$ cat config.mk
export PLATFORM = sky130hd
export DESIGN_NAME = sd_cmd_arbiter
export DESIGN_NICKNAME = d
export VERILOG_FILES = /design/src/rtl/sd_cmd_arbiter.sv
export SDC_FILE = /design/constraint.sdc
export NUM_CORES = 1
export LEC_CHECK = 0
export ABC_CLOCK_PERIOD_IN_PS = 5000
export BUFFER_PORTS_ARGS = -buffer_cell sky130_fd_sc_hd__buf_2
export CAP_MARGIN = 20
export CORE_MARGIN = 2
export CORE_UTILIZATION = 43
export DETAILED_ROUTE_END_ITERATION = 16
export HOLD_SLACK_MARGIN = 0.05
export PLACE_DENSITY = 0.74
export REMOVE_ABC_BUFFERS = 1
export SLEW_MARGIN = 30
export SYNTH_ARGS = -nofsm -noshare
export SYNTH_HDL_FRONTEND = slang
export SYNTH_SLANG_ARGS = --single-unit
export TNS_END_PERCENT = 50
$ cat constraint.sdc
create_clock -name i_clk -period 5 [get_ports i_clk]
set_input_delay 0 -clock i_clk [delete_from_list [all_inputs] [get_ports i_clk]]
set_output_delay 0 -clock i_clk [all_outputs]
set_load 0.1 [all_outputs]
$ cat src/rtl/sd_cmd_arbiter.sv
// Arbitrates the SD command engine between the init sequencer (req0) and the
// block read/write controller (req1), one command at a time with an idle gap.
module sd_cmd_arbiter #(
    parameter int TIMEOUT_CYCLES = 4096,
    parameter int CNT_W          = 13,
    parameter int GAP_CYCLES     = 8
) (
    input  logic        i_clk,
    input  logic        i_rst_n,
    input  logic        i_req0,
    input  logic [2:0]  i_sel0,
    input  logic [31:0] i_arg0,
    output logic        o_done0,
    input  logic        i_req1,
    input  logic [2:0]  i_sel1,
    input  logic [31:0] i_arg1,
    output logic        o_done1,
    output logic [7:0]  o_status,
    output logic        o_timeout,
    output logic        o_grant,
    output logic        o_busy,
    output logic        o_send_cmd,
    output logic [2:0]  o_cmd_select,
    output logic [31:0] o_cmd_arg,
    input  logic        i_confirm_pin,
    input  logic [7:0]  i_response_status
);

    localparam int GAP_W = (GAP_CYCLES > 1) ? $clog2(GAP_CYCLES + 1) : 1;
    localparam logic [CNT_W-1:0] TIMEOUT_LD = CNT_W'(TIMEOUT_CYCLES);
    localparam logic [GAP_W-1:0] GAP_LD     = GAP_W'(GAP_CYCLES);

    typedef enum logic [2:0] {
        ST_IDLE  = 3'd0,
        ST_ISSUE = 3'd1,
        ST_WAIT  = 3'd2,
        ST_DONE  = 3'd3,
        ST_GAP   = 3'd4
    } state_t;

    state_t             state_q,   state_d;
    logic [CNT_W-1:0]   cnt_q,     cnt_d;
    logic [GAP_W-1:0]   gap_q,     gap_d;
    logic               last_q,    last_d;
    logic               grant_q,   grant_d;
    logic [2:0]         sel_q,     sel_d;
    logic [31:0]        arg_q,     arg_d;
    logic               send_q,    send_d;
    logic               done0_q,   done0_d;
    logic               done1_q,   done1_d;
    logic [7:0]         status_q,  status_d;
    logic               timeout_q, timeout_d;
    logic               busy_q,    busy_d;
    logic               pick_s;

    // With both requesting, the one not served last wins; last_q resets to 1 so req0 goes first.
    assign pick_s = (i_req0 && i_req1) ? ~last_q : ~i_req0;

    // Next-state and output computation; outputs change on the edge entering each state.
    always_comb begin
        state_d   = state_q;
        cnt_d     = cnt_q;
        gap_d     = gap_q;
        last_d    = last_q;
        grant_d   = grant_q;
        sel_d     = sel_q;
        arg_d     = arg_q;
        status_d  = status_q;
        timeout_d = timeout_q;
        busy_d    = busy_q;
        send_d    = 1'b0;
        done0_d   = 1'b0;
        done1_d   = 1'b0;
        case (state_q)
            ST_IDLE: begin
                if (i_req0 || i_req1) begin
                    grant_d = pick_s;
                    sel_d   = pick_s ? i_sel1 : i_sel0;
                    arg_d   = pick_s ? i_arg1 : i_arg0;
                    send_d  = 1'b1;
                    busy_d  = 1'b1;
                    state_d = ST_ISSUE;
                end else begin
                    busy_d  = 1'b0;
                end
            end
            ST_ISSUE: begin
                cnt_d   = TIMEOUT_LD;
                state_d = ST_WAIT;
            end
            ST_WAIT: begin
                // A confirm on the expiry cycle takes priority over the timeout.
                if (i_confirm_pin) begin
                    status_d  = i_response_status;
                    timeout_d = 1'b0;
                    done0_d   = ~grant_q;
                    done1_d   = grant_q;
                    state_d   = ST_DONE;
                end else if (cnt_q <= CNT_W'(1)) begin
                    cnt_d     = '0;
                    status_d  = 8'hFF;
                    timeout_d = 1'b1;
                    done0_d   = ~grant_q;
                    done1_d   = grant_q;
                    state_d   = ST_DONE;
                end else begin
                    cnt_d     = cnt_q - CNT_W'(1);
                end
            end
            ST_DONE: begin
                last_d = grant_q;
                if (GAP_CYCLES == 0) begin
                    busy_d  = 1'b0;
                    state_d = ST_IDLE;
                end else begin
                    gap_d   = GAP_LD;
                    state_d = ST_GAP;
                end
            end
            ST_GAP: begin
                if (gap_q <= GAP_W'(1)) begin
                    gap_d   = '0;
                    busy_d  = 1'b0;
                    state_d = ST_IDLE;
                end else begin
                    gap_d   = gap_q - GAP_W'(1);
                end
            end
            default: begin
                busy_d  = 1'b0;
                state_d = ST_IDLE;
            end
        endcase
    end

    // State and registered outputs.
    always_ff @(posedge i_clk or negedge i_rst_n) begin
        if (!i_rst_n) begin
            state_q   <= ST_IDLE;
            cnt_q     <= '0;
            gap_q     <= '0;
            last_q    <= 1'b1;
            grant_q   <= 1'b0;
            sel_q     <= 3'd0;
            arg_q     <= 32'd0;
            send_q    <= 1'b0;
            done0_q   <= 1'b0;
            done1_q   <= 1'b0;
            status_q  <= 8'd0;
            timeout_q <= 1'b0;
            busy_q    <= 1'b0;
        end else begin
            state_q   <= state_d;
            cnt_q     <= cnt_d;
            gap_q     <= gap_d;
            last_q    <= last_d;
            grant_q   <= grant_d;
            sel_q     <= sel_d;
            arg_q     <= arg_d;
            send_q    <= send_d;
            done0_q   <= done0_d;
            done1_q   <= done1_d;
            status_q  <= status_d;
            timeout_q <= timeout_d;
            busy_q    <= busy_d;
        end
    end

    assign o_done0      = done0_q;
    assign o_done1      = done1_q;
    assign o_status     = status_q;
    assign o_timeout    = timeout_q;
    assign o_grant      = grant_q;
    assign o_busy       = busy_q;
    assign o_send_cmd   = send_q;
    assign o_cmd_select = sel_q;
    assign o_cmd_arg    = arg_q;

endmodule
Yosys cells after proc, flatten, opt, wreduce, memory -nomap -nowiden
Index checks and enable logic that the tools add are counted.
{ "classes": {"n_reduce_logical": 12, "eq_ne": 8, "shift": 0, "muxes": 27, "order_cmp": 2, "bitwise": 4, "multipliers": 0, "div": 0, "add_sub_neg": 2} }
{ "op_table": {"columns": ["op", "n"], "rows": [
  ["$mux W32", 1],
  ["$mux W13", 2],
  ["$pmux W13 S2", 1],
  ["$mux W8", 2],
  ["$mux W3", 5],
  ["$pmux W3 S5", 1],
  ["$le A13 B1 Y1 const B", 1],
  ["$sub A13 B1 Y13 const B", 1],
  ["$mux W1", 12],
  ["$pmux W4 S2", 1],
  ["$reduce_and A2 Y1", 4],
  ["$eq A3 B2 Y1 const B", 2],
  ["$ne A2 B2 Y1 const B", 3],
  ["$reduce_bool A2 Y1", 3],
  ["$le A4 B1 Y1 const B", 1],
  ["$mux W4", 1],
  ["$not A1 Y1", 4],
  ["$sub A4 B1 Y4 const B", 1],
  ["$eq A3 B1 Y1 const B", 1],
  ["$eq A3 B3 Y1 const B", 1],
  ["$logic_not A3 Y1", 1],
  ["$ne A3 B3 Y1 const B", 1],
  ["$pmux W1 S3", 1],
  ["$reduce_and A3 Y1", 1],
  ["3 further kinds", 3]
]} }
{ "word_totals": {"ramBits": 0, "mem_bits_ro": 0, "ff_bits": 70, "n_memories": 0, "output_inout_bits": 49, "inputBits": 83, "latchBits": 0} }

Logic depth before layout (Yosys ltp)
{ "logic_depth": {"ltp_word": 4, "depth_mapped": 7, "ltp_nobuf": 7} }

Worst setup path after synthesis
Ideal clock, no wire load.
{ "synth_timing": {"path_type": "register -> register", "start": "reg cnt_q[7]", "end": "reg cnt_q[7]", "setup_ps": 137, "n_path_buf": 0, "required_ps": 4863, "t_arrival_ps": 1794, "path_slack_ps": 3069, "path_stages_with_launch": 6, "cell_sequence": "dfrtp_1 > or4_4 > nor4_4 > nor2_2 > a41oi_1 > a31oi_1"} }
{ "synth_between": {"elab_chain_len": 4, "elab_cells_between_ends": 5} }
{ "synth_rtl": {"columns": ["item", "line_no", "rtl"], "rows": [
  ["from (decl)", "42", "logic [CNT_W-1:0] cnt_q, cnt_d;"],
  ["from (signal assigned)", "154", "cnt_q <= cnt_d;"],
  ["$sub A13 B1 Y13 or $le A13 B1 Y1 (tied branches)", "107, 99", null],
  ["$mux W13 *", "99", "end else if (cnt_q <= CNT_W'(1)) begin"],
  ["$mux W13 *", "93", "if (i_confirm_pin) begin"],
  ["$pmux W13 S2 *", "74", "case (state_q)"]
]} }
Every way passes the cells marked *; elsewhere a longest branch is shown, timed or not. The select of a mux whose other input is x is not followed.
A chain may end at the register's enable or synchronous reset.

Worst setup path in the final report
{ "layout_timing": {"start": "reg cnt_q[7]", "end": "reg state_q[0]"} }
{ "layout_between": {"elab_chain_len": 3} }
{ "layout_rtl": {"columns": ["item", "line_no", "rtl"], "rows": [
  ["$le A13 B1 Y1", "99", null],
  ["$ne A3 B3 Y1 (no line)", null, null],
  ["$reduce_and A3 Y1 (no line)", null, null],
  ["to (signal assigned)", "153", "state_q <= state_d;"],
  ["to (decl)", "41", "state_t state_q, state_d;"]
]} }
No other way between the ends.

==> impl_metrics.ini <==
[synth]
ys_async_sr_fraction = 1.00
ys.flop_type = dfrtp_1
synth_area_leaders = dfrtp_1 52%, mux2i_1 11%, nor2_1 6.2%
netlist_area_mm2 = 0.00333
yosys.area.top_type_share = 0.519
netlist-cell-type-count = 47
postSynthAreaPerCell_um2 = 10.2
yosysTopAreaCell = dfrtp_1
ys_warn_count = 0
ys_ff_latch = 70
ys_top_cells_by_count = 69 x dfrtp_1, 55 x nor2_1, 40 x a21oi_1
synth_edf_count = 0
synthCells = 326
synth-seq-area-share = 0.526
yosysMostFrequentCell = dfrtp_1

[grt]
grt_overflow = 0
first_global_vias = 3453
grt_pass1_wl_um = 15900
grt.busiest_layer = met2
antenna_found_initial = 0
grt.met1_usage = 0.289
grtUsageTotal = 0.238
grt_util_met3 = 0.0534
grt_max_degree = 71
met2_usage = 0.392

[hold_path]
hold_path.class = input port to flop

[timing]
max_freq_mhz = 386
report.final.slew_viol_count = 0
fin_crit_ns = 2.59
setup-tns-final_ns = 0
finalCritPeriodShare = 0.518
worst_slack_ns = 2.41
hold_violations = 0
worst_pin_slew_ns = 0.637
rsz0062_at_grt = false
finalClockSkew_ns = 0.0151
setup_viol = 0
relSlewSlack = 0.574

[floorplan]
rows = 32
initial_core_util = 0.438
dieWidth_um = 92.0
coreArea_mm2 = 0.00761
die_area_mm2 = 0.00846
pin_count = 132
dieHeight_um = 92.0

[layout]
syn2layout_area_growth_pct = 53.4
fillers = 551
fin_nets = 625
antenna_cells = 0
post_route_cells_drive_above_1_share = 0.315

[place]
dp_hpwl_um = 5500
pre_cts_slack_ns = 2.81
gp_congestion = 0.809
io_buffers = 131

[worst_setup_path]
crit_arrival_ns = 2.86
critPathLaunchType = flop
crit_type = flop to flop
endpoint_kind = flop
required_ns = 5.27
cp_cell_sequence = or4_4, o41ai_4, o311a_1, dlygate4sd3_1
slowest_stage = o41ai_4
slowest_delay_ns = 0.66
path_max_fanout = 10

[detailed_routing]
wl_per_cell_um = 15.0
first_pass_iters = 4
drc = 0
drt-total-wl_um = 9710
via_count = 3313
drtIter0Drc = 156
vias_per_cell = 5.14
ant_nets = 0

[clock_tree]
cts_tree = yes
cts-root-buf = clkbuf_8
h-tree-depth = 3
cts_made_buffers = 9
cts_setup_buffers = 0
path_clk_slew_ns = 0.07
clock_sinks = 70
clock_latency_ns = 0.34
cts.path.max_buffers = 2

[outcome]
status = finished clean

[job]
max-cap-violations = 0
==> stage by stage <==
step,utilization,hold WS [ns],instances,instance area (um^2)
after detailed placement,0.538,0.220,547,4100
after floorplan,-,-0.296,311,3270
after global routing,0.671,0.263,645,5110
final,0.671,0.225,645,5110
after CTS,0.671,0.211,645,5100
after global placement,0.538,0.215,547,4100
==> metal layers <==
metal  share of wire  vias to the layer above  wire [um]
met5               0                        -          0
met4           0.036                        0        345
met2            0.50                      131       4860
met3           0.063                       32        610
met1            0.40                     1564       3890
li1                -                     1586          -
==> cell usage in the layout (no fill, tap or decap), drive strengths merged, types with 2 or more instances in the layout <==
cell type,Yosys,routed
a21oi,40,40
a31oi,4,4
and2,2,2
buf,5,134
clkbuf,10,12
clkinvlp,0,2
dfrtp,69,69
dlygate4sd3,0,82
ha,4,4
inv,7,7
mux2,2,2
mux2i,36,36
nand2,16,16
nand2b,2,2
nand4,2,2
nor2,58,58
nor2b,3,3
nor3,8,8
nor4,2,2
o21a,2,2
o21ai,19,19
o22a,9,9
o31ai,2,2
or2,2,2
or3,3,3
or4,2,2
==> repair_timing <==
action | in CTS | in global routing
resized for setup | 0 | 0
endpoints found under the hold margin | 114 | 0
hold buffers | 82 | 0
==> registers in the layout, indices dropped and copies added, names as in the netlist <==
| signal | cells |
|---|---|
| o_cmd_arg | 32 |
| last_q | 1 |
| o_send_cmd | 1 |
| o_busy | 1 |
| gap_q | 4 |
| o_cmd_select | 3 |
| o_timeout | 1 |
| o_status | 8 |
| o_done0 | 1 |
| cnt_q | 13 |
| o_done1 | 1 |
| o_grant | 1 |
| state_q | 3 |
==> final timing paths <==
| kind | from | end | slack [ns] | depth (start not counted) |
|---|---|---|---|---|
| max | cnt_q[7] | state_q[0] | 2.41 | 4 |
| min | i_req0 | o_send_cmd | 0.23 | 3 |
| max reg2reg | cnt_q[7] | state_q[0] | 2.41 | 4 |
| min reg2reg | o_busy | o_busy | 0.51 | 1 |
| max in group asynchronous | i_rst_n | o_cmd_arg[25] | 4.26 | 3 |
| min in group asynchronous | i_rst_n | o_status[6] | 0.29 | 3 |
==> final cells by class <==
| type | count | area (um^2) | share of cell area |
|---|---|---|---|
| Clock inverter | 4 | 50.0 | 0.00980 |
| Tap cell | 102 | 128 | 0.0250 |
| Timing Repair Buffer | 216 | 1500 | 0.294 |
| Sequential cell | 70 | 1750 | 0.343 |
| Multi-Input combinational cell | 234 | 1510 | 0.296 |
| Inverter | 7 | 26.3 | 0.00515 |
| Clock buffer | 12 | 135 | 0.0265 |
==> logic make-up (layout without fill, tap and decap cells) <==
kind of cell	after synthesis	after routing	share of synthesized area
adder cells (fa/ha/maj)	4	4	0.0150
XOR/XNOR	1	1	0.00263
buffers and inverters	22	239	0.0252
flip-flops	70	70	0.526
AND/OR/NAND/NOR	104	104	0.149
AO/OA/AOI/OAI	87	87	0.166
multiplexers	38	38	0.115
==> critical path: cells and delay by family, from the launching register on <==
kind / cells / cell delay [ns]
AOI/OAI and AO/OA: 2 / 0.95
buffers and inverters: 1 / 0.56
DFF: 1 / 0.42
and+or+nand+nor: 1 / 0.59
Power is not shown: default switching activity piles up to over one toggle a cycle in this logic, so the estimate is an artifact.
